### src/rtl/rvv_backend_pkg.sv
// rvv_backend_pkg: shared retire-path types for the vector backend.
// Provides the retire group size, vector width, the retire-entry struct,
// the VRF write-slot struct and the write-scheduler state enum.
package rvv_backend_pkg;
    localparam int PKG_NUM_RT_UOP = 4;
    localparam int PKG_VLEN       = 128;

    typedef enum logic {IDLE, DRAIN} wr_state_e;

    typedef struct packed {
        logic [4:0]            index;
        logic [PKG_VLEN-1:0]   data;
        logic [PKG_VLEN/8-1:0] strobe;
        logic                  vxsat;
    } rt_uop_t;

    typedef struct packed {
        logic [4:0]            index;
        logic [PKG_VLEN-1:0]   data;
        logic [PKG_VLEN/8-1:0] strobe;
    } wr_slot_t;
endpackage

### src/rtl/rvv_rt_vrf_wr_sched_merge.sv
// rvv_rt_wr_merge: combinational same-index merge of one retire group.
// Ports: valid/ent  - retire entries in program order
//        slot/pend  - merged write slots; only the oldest entry of each index stays pending
// Each merged slot ORs the strobes and takes every byte from the youngest enabling entry.
module rvv_rt_wr_merge
    import rvv_backend_pkg::*;
#(
    parameter int NUM_RT_UOP = PKG_NUM_RT_UOP
) (
    input  logic     [NUM_RT_UOP-1:0] valid,
    input  wr_slot_t [NUM_RT_UOP-1:0] ent,
    output wr_slot_t [NUM_RT_UOP-1:0] slot,
    output logic     [NUM_RT_UOP-1:0] pend
);
    always_comb begin
        slot = ent;
        pend = valid;
        for (int i = 0; i < NUM_RT_UOP; i++) begin
            for (int j = 0; j < i; j++)
                if (valid[j] && ent[j].index == ent[i].index) pend[i] = 1'b0;
            // later entries overwrite, so the youngest enabling entry wins each byte
            for (int j = i + 1; j < NUM_RT_UOP; j++)
                if (valid[j] && ent[j].index == ent[i].index) begin
                    slot[i].strobe = slot[i].strobe | ent[j].strobe;
                    for (int b = 0; b < PKG_VLEN/8; b++)
                        if (ent[j].strobe[b]) slot[i].data[8*b +: 8] = ent[j].data[8*b +: 8];
                end
        end
    end
endmodule

### src/rtl/rvv_rt_vrf_wr_sched.sv
// rvv_rt_vrf_wr_sched: buffers one retire group and drains it onto the VRF write ports.
// Ports: clk, rst_n (sync, active-low); rt_* retire group in, rt_ready accept;
//        flush trap flush; vrf_wr_* up to NUM_WR_PORT writes per cycle, oldest first;
//        wr_vxsat_valid/wr_vxsat one pulse with the first write cycle of each group.
// Option: define RVV_RT_WR_MERGE_EN to merge same-index entries at capture.
module rvv_rt_vrf_wr_sched
    import rvv_backend_pkg::*;
#(
    parameter int NUM_RT_UOP  = PKG_NUM_RT_UOP,
    parameter int NUM_WR_PORT = 2,
    parameter int VLEN        = PKG_VLEN
) (
    input  logic                                 clk,
    input  logic                                 rst_n,
    input  logic [NUM_RT_UOP-1:0]                rt_valid,
    input  logic [NUM_RT_UOP-1:0][4:0]           rt_index,
    input  logic [NUM_RT_UOP-1:0][VLEN-1:0]      rt_data,
    input  logic [NUM_RT_UOP-1:0][VLEN/8-1:0]    rt_strobe,
    input  logic [NUM_RT_UOP-1:0]                rt_vxsat,
    output logic                                 rt_ready,
    input  logic                                 flush,
    output logic [NUM_WR_PORT-1:0]               vrf_wr_valid,
    output logic [NUM_WR_PORT-1:0][4:0]          vrf_wr_index,
    output logic [NUM_WR_PORT-1:0][VLEN-1:0]     vrf_wr_data,
    output logic [NUM_WR_PORT-1:0][VLEN/8-1:0]   vrf_wr_strobe,
    output logic                                 wr_vxsat_valid,
    output logic                                 wr_vxsat
);
    wr_state_e                  state;
    rt_uop_t  [NUM_RT_UOP-1:0]  ent;
    wr_slot_t [NUM_RT_UOP-1:0]  ent_s, cap_slot, slot_q;
    logic     [NUM_RT_UOP-1:0]  cap_pend, pend_q, iss;
    logic     [NUM_WR_PORT-1:0] wv;
    logic                       cap_vx, vx_q, first_q, last, acc, live;

    always_comb begin
        cap_vx = 1'b0;
        for (int i = 0; i < NUM_RT_UOP; i++) begin
            ent[i]   = '{index: rt_index[i], data: rt_data[i], strobe: rt_strobe[i], vxsat: rt_vxsat[i]};
            ent_s[i] = '{index: ent[i].index, data: ent[i].data, strobe: ent[i].strobe};
            cap_vx   = cap_vx | (rt_valid[i] & ent[i].vxsat);
        end
    end

`ifdef RVV_RT_WR_MERGE_EN
    rvv_rt_wr_merge #(.NUM_RT_UOP(NUM_RT_UOP)) u_merge (
        .valid (rt_valid),
        .ent   (ent_s),
        .slot  (cap_slot),
        .pend  (cap_pend)
    );
`else
    assign cap_slot = ent_s;
    assign cap_pend = rt_valid;
`endif

    // Walk pending slots oldest first; stop at a full port set or at an index
    // already picked this cycle so same-vreg writes keep program order.
    always_comb begin
        int   n;
        logic stop;
        n             = 0;
        stop          = 1'b0;
        iss           = '0;
        wv            = '0;
        vrf_wr_index  = '0;
        vrf_wr_data   = '0;
        vrf_wr_strobe = '0;
        for (int i = 0; i < NUM_RT_UOP; i++) begin
            if (pend_q[i] && !stop) begin
                stop = (n == NUM_WR_PORT);
                for (int p = 0; p < NUM_WR_PORT; p++)
                    if (p < n && vrf_wr_index[p] == slot_q[i].index) stop = 1'b1;
                if (!stop) begin
                    wv[n]            = 1'b1;
                    vrf_wr_index[n]  = slot_q[i].index;
                    vrf_wr_data[n]   = slot_q[i].data;
                    vrf_wr_strobe[n] = slot_q[i].strobe;
                    iss[i]           = 1'b1;
                    n                = n + 1;
                end
            end
        end
    end

    assign live           = rst_n && !flush;
    assign last           = (pend_q & ~iss) == '0;
    assign rt_ready       = live && (state == IDLE || last);
    assign acc            = rt_ready && |rt_valid;
    assign vrf_wr_valid   = wv & {NUM_WR_PORT{live}};
    assign wr_vxsat_valid = live && first_q;
    assign wr_vxsat       = wr_vxsat_valid && vx_q;

    always_ff @(posedge clk) begin
        if (!rst_n || flush) begin
            state   <= IDLE;
            pend_q  <= '0;
            first_q <= 1'b0;
            vx_q    <= 1'b0;
        end else if (acc) begin
            state   <= DRAIN;
            slot_q  <= cap_slot;
            pend_q  <= cap_pend;
            first_q <= 1'b1;
            vx_q    <= cap_vx;
        end else begin
            pend_q  <= pend_q & ~iss;
            first_q <= 1'b0;
            if (state == DRAIN && last) state <= IDLE;
        end
    end
endmodule

### config.mk
export PLATFORM = sky130hd
export DESIGN_NAME = rvv_rt_vrf_wr_sched
export DESIGN_NICKNAME = d
export VERILOG_FILES = /design/src/rtl/rvv_backend_pkg.sv /design/src/rtl/rvv_rt_vrf_wr_sched_merge.sv /design/src/rtl/rvv_rt_vrf_wr_sched.sv
export SDC_FILE = /design/constraint.sdc
export NUM_CORES = 1
export LEC_CHECK = 0
export ABC_AREA = 1
export CORE_AREA = 10 10 342 344
export DETAILED_ROUTE_END_ITERATION = 7
export DIE_AREA = 0 0 352 354
export DONT_BUFFER_PORTS = 1
export PLACE_DENSITY = 0.43
export SYNTH_ARGS = -nofsm -noshare
export SYNTH_HDL_FRONTEND = slang
export SYNTH_SLANG_ARGS = --single-unit
### constraint.sdc
create_clock -name clk -period 20.2 [get_ports clk]
set_input_delay 1.01 -clock clk [delete_from_list [all_inputs] [get_ports clk]]
set_output_delay 1.01 -clock clk [all_outputs]
set_load 0.03 [all_outputs]
==> qor.yml <==
routing:
  wl_per_cell_um: 28.3
  ant_nets: 0
  via_per_inst: 5.04
  drt-initial-drc-count: 1711
  drcViolationCount: 0
  drt_first_pass_iters: 7
  drt-total-wl_um: 109000
  vias: 19362
synth:
  synth_top_area_cell: "edfxtp_1"
  synth_top_family_by_area: "compound AO/OA/AOI/OAI gates"
  synth_area_um2: 27000
  synth_compound_area_share_pct: 15.3
  synthTopCellsByCount: "edfxtp_1 (596), nand2_1 (348), inv_1 (316), nand3_1 (250), o21ai_0 (148)"
  yosysUniqueCellTypes: 39
  yosysMostFrequentCell: "edfxtp_1"
  seq_area_frac_synth_pct: 66.9
  synth_area_leaders: "edfxtp_1 (66%), nand2_1 (4.8%), nand3_1 (4.6%)"
  synthMuxAreaShare_pct: 0
  synth-simple-area-share_pct: 10.5
  ys_ff_latch: 603
  yosys.area_share.adder_pct: 0
  syn-instance-count: 2328
  async_flop_share_pct: 0
  synth_area_per_cell_um2: 11.6
  synth-edff-count: 596
  synthXorXnorAreaFrac_pct: 0
  yosys_warnings: 0
  netlist.area_leader.share_pct: 66.4
  syn_nets: 2935
  synthFlopType: "edfxtp_1"
power:
  power_density_nw_per_um2: 97.6
  vdd_ir_drop_max_mv: 0.0638
  power.leakage_nw: 11.5
setup_path:
  worstRegToRegCells: 19
  worstSetupStartpointType: "flop"
  crit_fanout: 96
  worst_ep_required_time_ps: 19190
  endpoint: "vrf_wr_data[184]"
  arrival_ps: 7100
  r2r_start: "pend_q[0]"
  r2r_setup_slack_ps: 12490
  critPathKind: "reg -> out"
  r2r-end: "slot_q[85]"
  critPathCaptureType: "primary output"
  startpoint: "pend_q[0]"
cts:
  numCtsBuffers: 74
  cts_setup_buffers: 0
  htreeDepth: 3
  cts_tree: "built"
  clk_latency_ps: 630
  cts_resized: 0
  path_clk_slew_ps: 60
  cts_hold_buffers: 0
  cts_buffer_depth: 3
  cts_sinks: 603
  clockRootBuffer: "clkbuf_16"
sta:
  finalCritPeriodShare_pct: 40.2
  rsz0062_at_grt: "no"
  finalCriticalPeriod_ps: 8110
  finalHoldViolCount: 0
  tightest_slew_ps: 1400
  setup_viol: 0
  relSlewSlack_pct: 5.76
  fin_worst_skew_ps: 22.9
  max_freq_mhz: 123
  setup_tns_ps: 0
  layout_setup_ws_ps: 12090
  final_max_slew_viol_count: 0
die:
  ioPinCount: 910
  rows: 122
  fp.dieW_um: 352
  die_area_um2: 125000
  start_util_pct: 24.5
  die_h_um: 354
  core_um2: 110000
placement:
  dp_slack_ps: 12450
  dp_hpwl_um: 78400
  portBuffers: 0
  gp_congestion: 0.953
layout:
  drive_gt1_share_pct: 10.4
  syn_to_final_growth_pct: 14.0
  fillers: 11358
  nets: 2880
global_route:
  antenna_found_initial: 61
  grt_usage_pct: 16.6
  first_global_vias: 19239
  grt_pass1_wl_um: 152000
  grt_max_degree: 147
  overflow: 0
job:
  cap_violations: 0
worst_hold_path:
  min_path_type: "in -> reg"
  whs_path_depth: 0
status:
  run_status: "finished clean"
==> final cells by class <==
cell class / count / area (µm²) / area share, %
inverter: 325 / 1240 / 4.04
timing repair buffer: 37 / 290 / 0.945
tap: 1488 / 1860 / 6.06
antenna: 32 / 80.1 / 0.261
clock inverter: 38 / 302 / 0.981
clock buffer: 89 / 1930 / 6.28
multi-input combinational: 1232 / 6980 / 22.7
sequential: 603 / 18000 / 58.7
==> per-layer routing <==
layer	vias to the layer above	share of wire, %	global-route usage (%)
li1	8379	-	-
met1	9600	37	18.6
met2	1102	49	27.9
met3	227	11	7.21
met4	54	3.0	5.77
met5	-	0.33	0
==> worst min-delay path by stage <==
stage            startpoint          end  slack [ps]
4_1_cts        rt_data[233]  slot_q[270]         390
2_1_floorplan         state        state         490
6_report       rt_data[112]  slot_q[128]         470
3_3_place_gp          state        state         510
3_5_place_dp           vx_q         vx_q         520
5_1_grt        rt_data[353]  slot_q[411]         410
==> sequential cells by signal (all words and copies together), names as in the netlist <==
register	count
vx_q	1
slot_q	596
pend_q	4
state	1
first_q	1
==> through the flow <==
step                total power [W]  hold slack (ps)  instance area [µm²]  util (%)  instances
floorplan                   0.00172              489                27000         -       2328
global placement            0.00178              514                28400      25.8       3685
detailed placement          0.00178              523                28400      25.8       3685
CTS                         0.00304              395                30600      27.8       3812
global route                0.00311              410                30700      27.9       3825
finish                      0.00300              468                30700      27.9       3844
==> cell families after synthesis <==
family / count (synthesis)
and+or+nand+nor: 638
DFF: 603
AOI/OAI and AO/OA: 594
buffers and inverters: 493
==> critical path, cell delays in order (launching register included) <==
cell and delay, ps:
dfxtp_4 670, buf_4 770, inv_2 240, nand2_4 460, nand2_1 140, nand3b_1 110
nand2_1 50, nor2_1 130, nand3_1 130, nand2_1 200, nand3_2 140, nand3_4 420
nor2_4 110, nand2_8 500, buf_4 720, buf_4 870, o211ai_2 170, o21ai_1 130
inv_1 190
==> power breakdown <==
group / internal (W) / switching, W
combinational: 0.0000417 / 0.000234
clock: 0.000717 / 0.000534
sequential: 0.00144 / 0.0000269
total: 0.00220 / 0.000796
==> placed cells by master, fill, tap and decap left out, drive strengths merged <==
cell type	netlist	routed
nand3	254	254
a221oi	1	1
o21bai	2	2
a22oi	2	2
diode	0	32
o211ai	147	147
or2	1	1
o221ai	1	1
inv	325	326
nor3	1	1
nand2	354	354
dfxtp	7	7
clkinv	0	30
nand3b	2	2
nor4	1	1
a21o	1	1
nor3b	1	1
o21ai	290	290
clkinvlp	0	4
buf	51	37
o2111ai	73	73
a22o	1	1
bufinv	0	3
nor2	18	18
a21oi	4	4
nand4	6	6
a21boi	1	1
edfxtp	596	596
a31oi	71	71
clkbuf	117	89
Note: power is estimated with default switching activity, not from simulation.
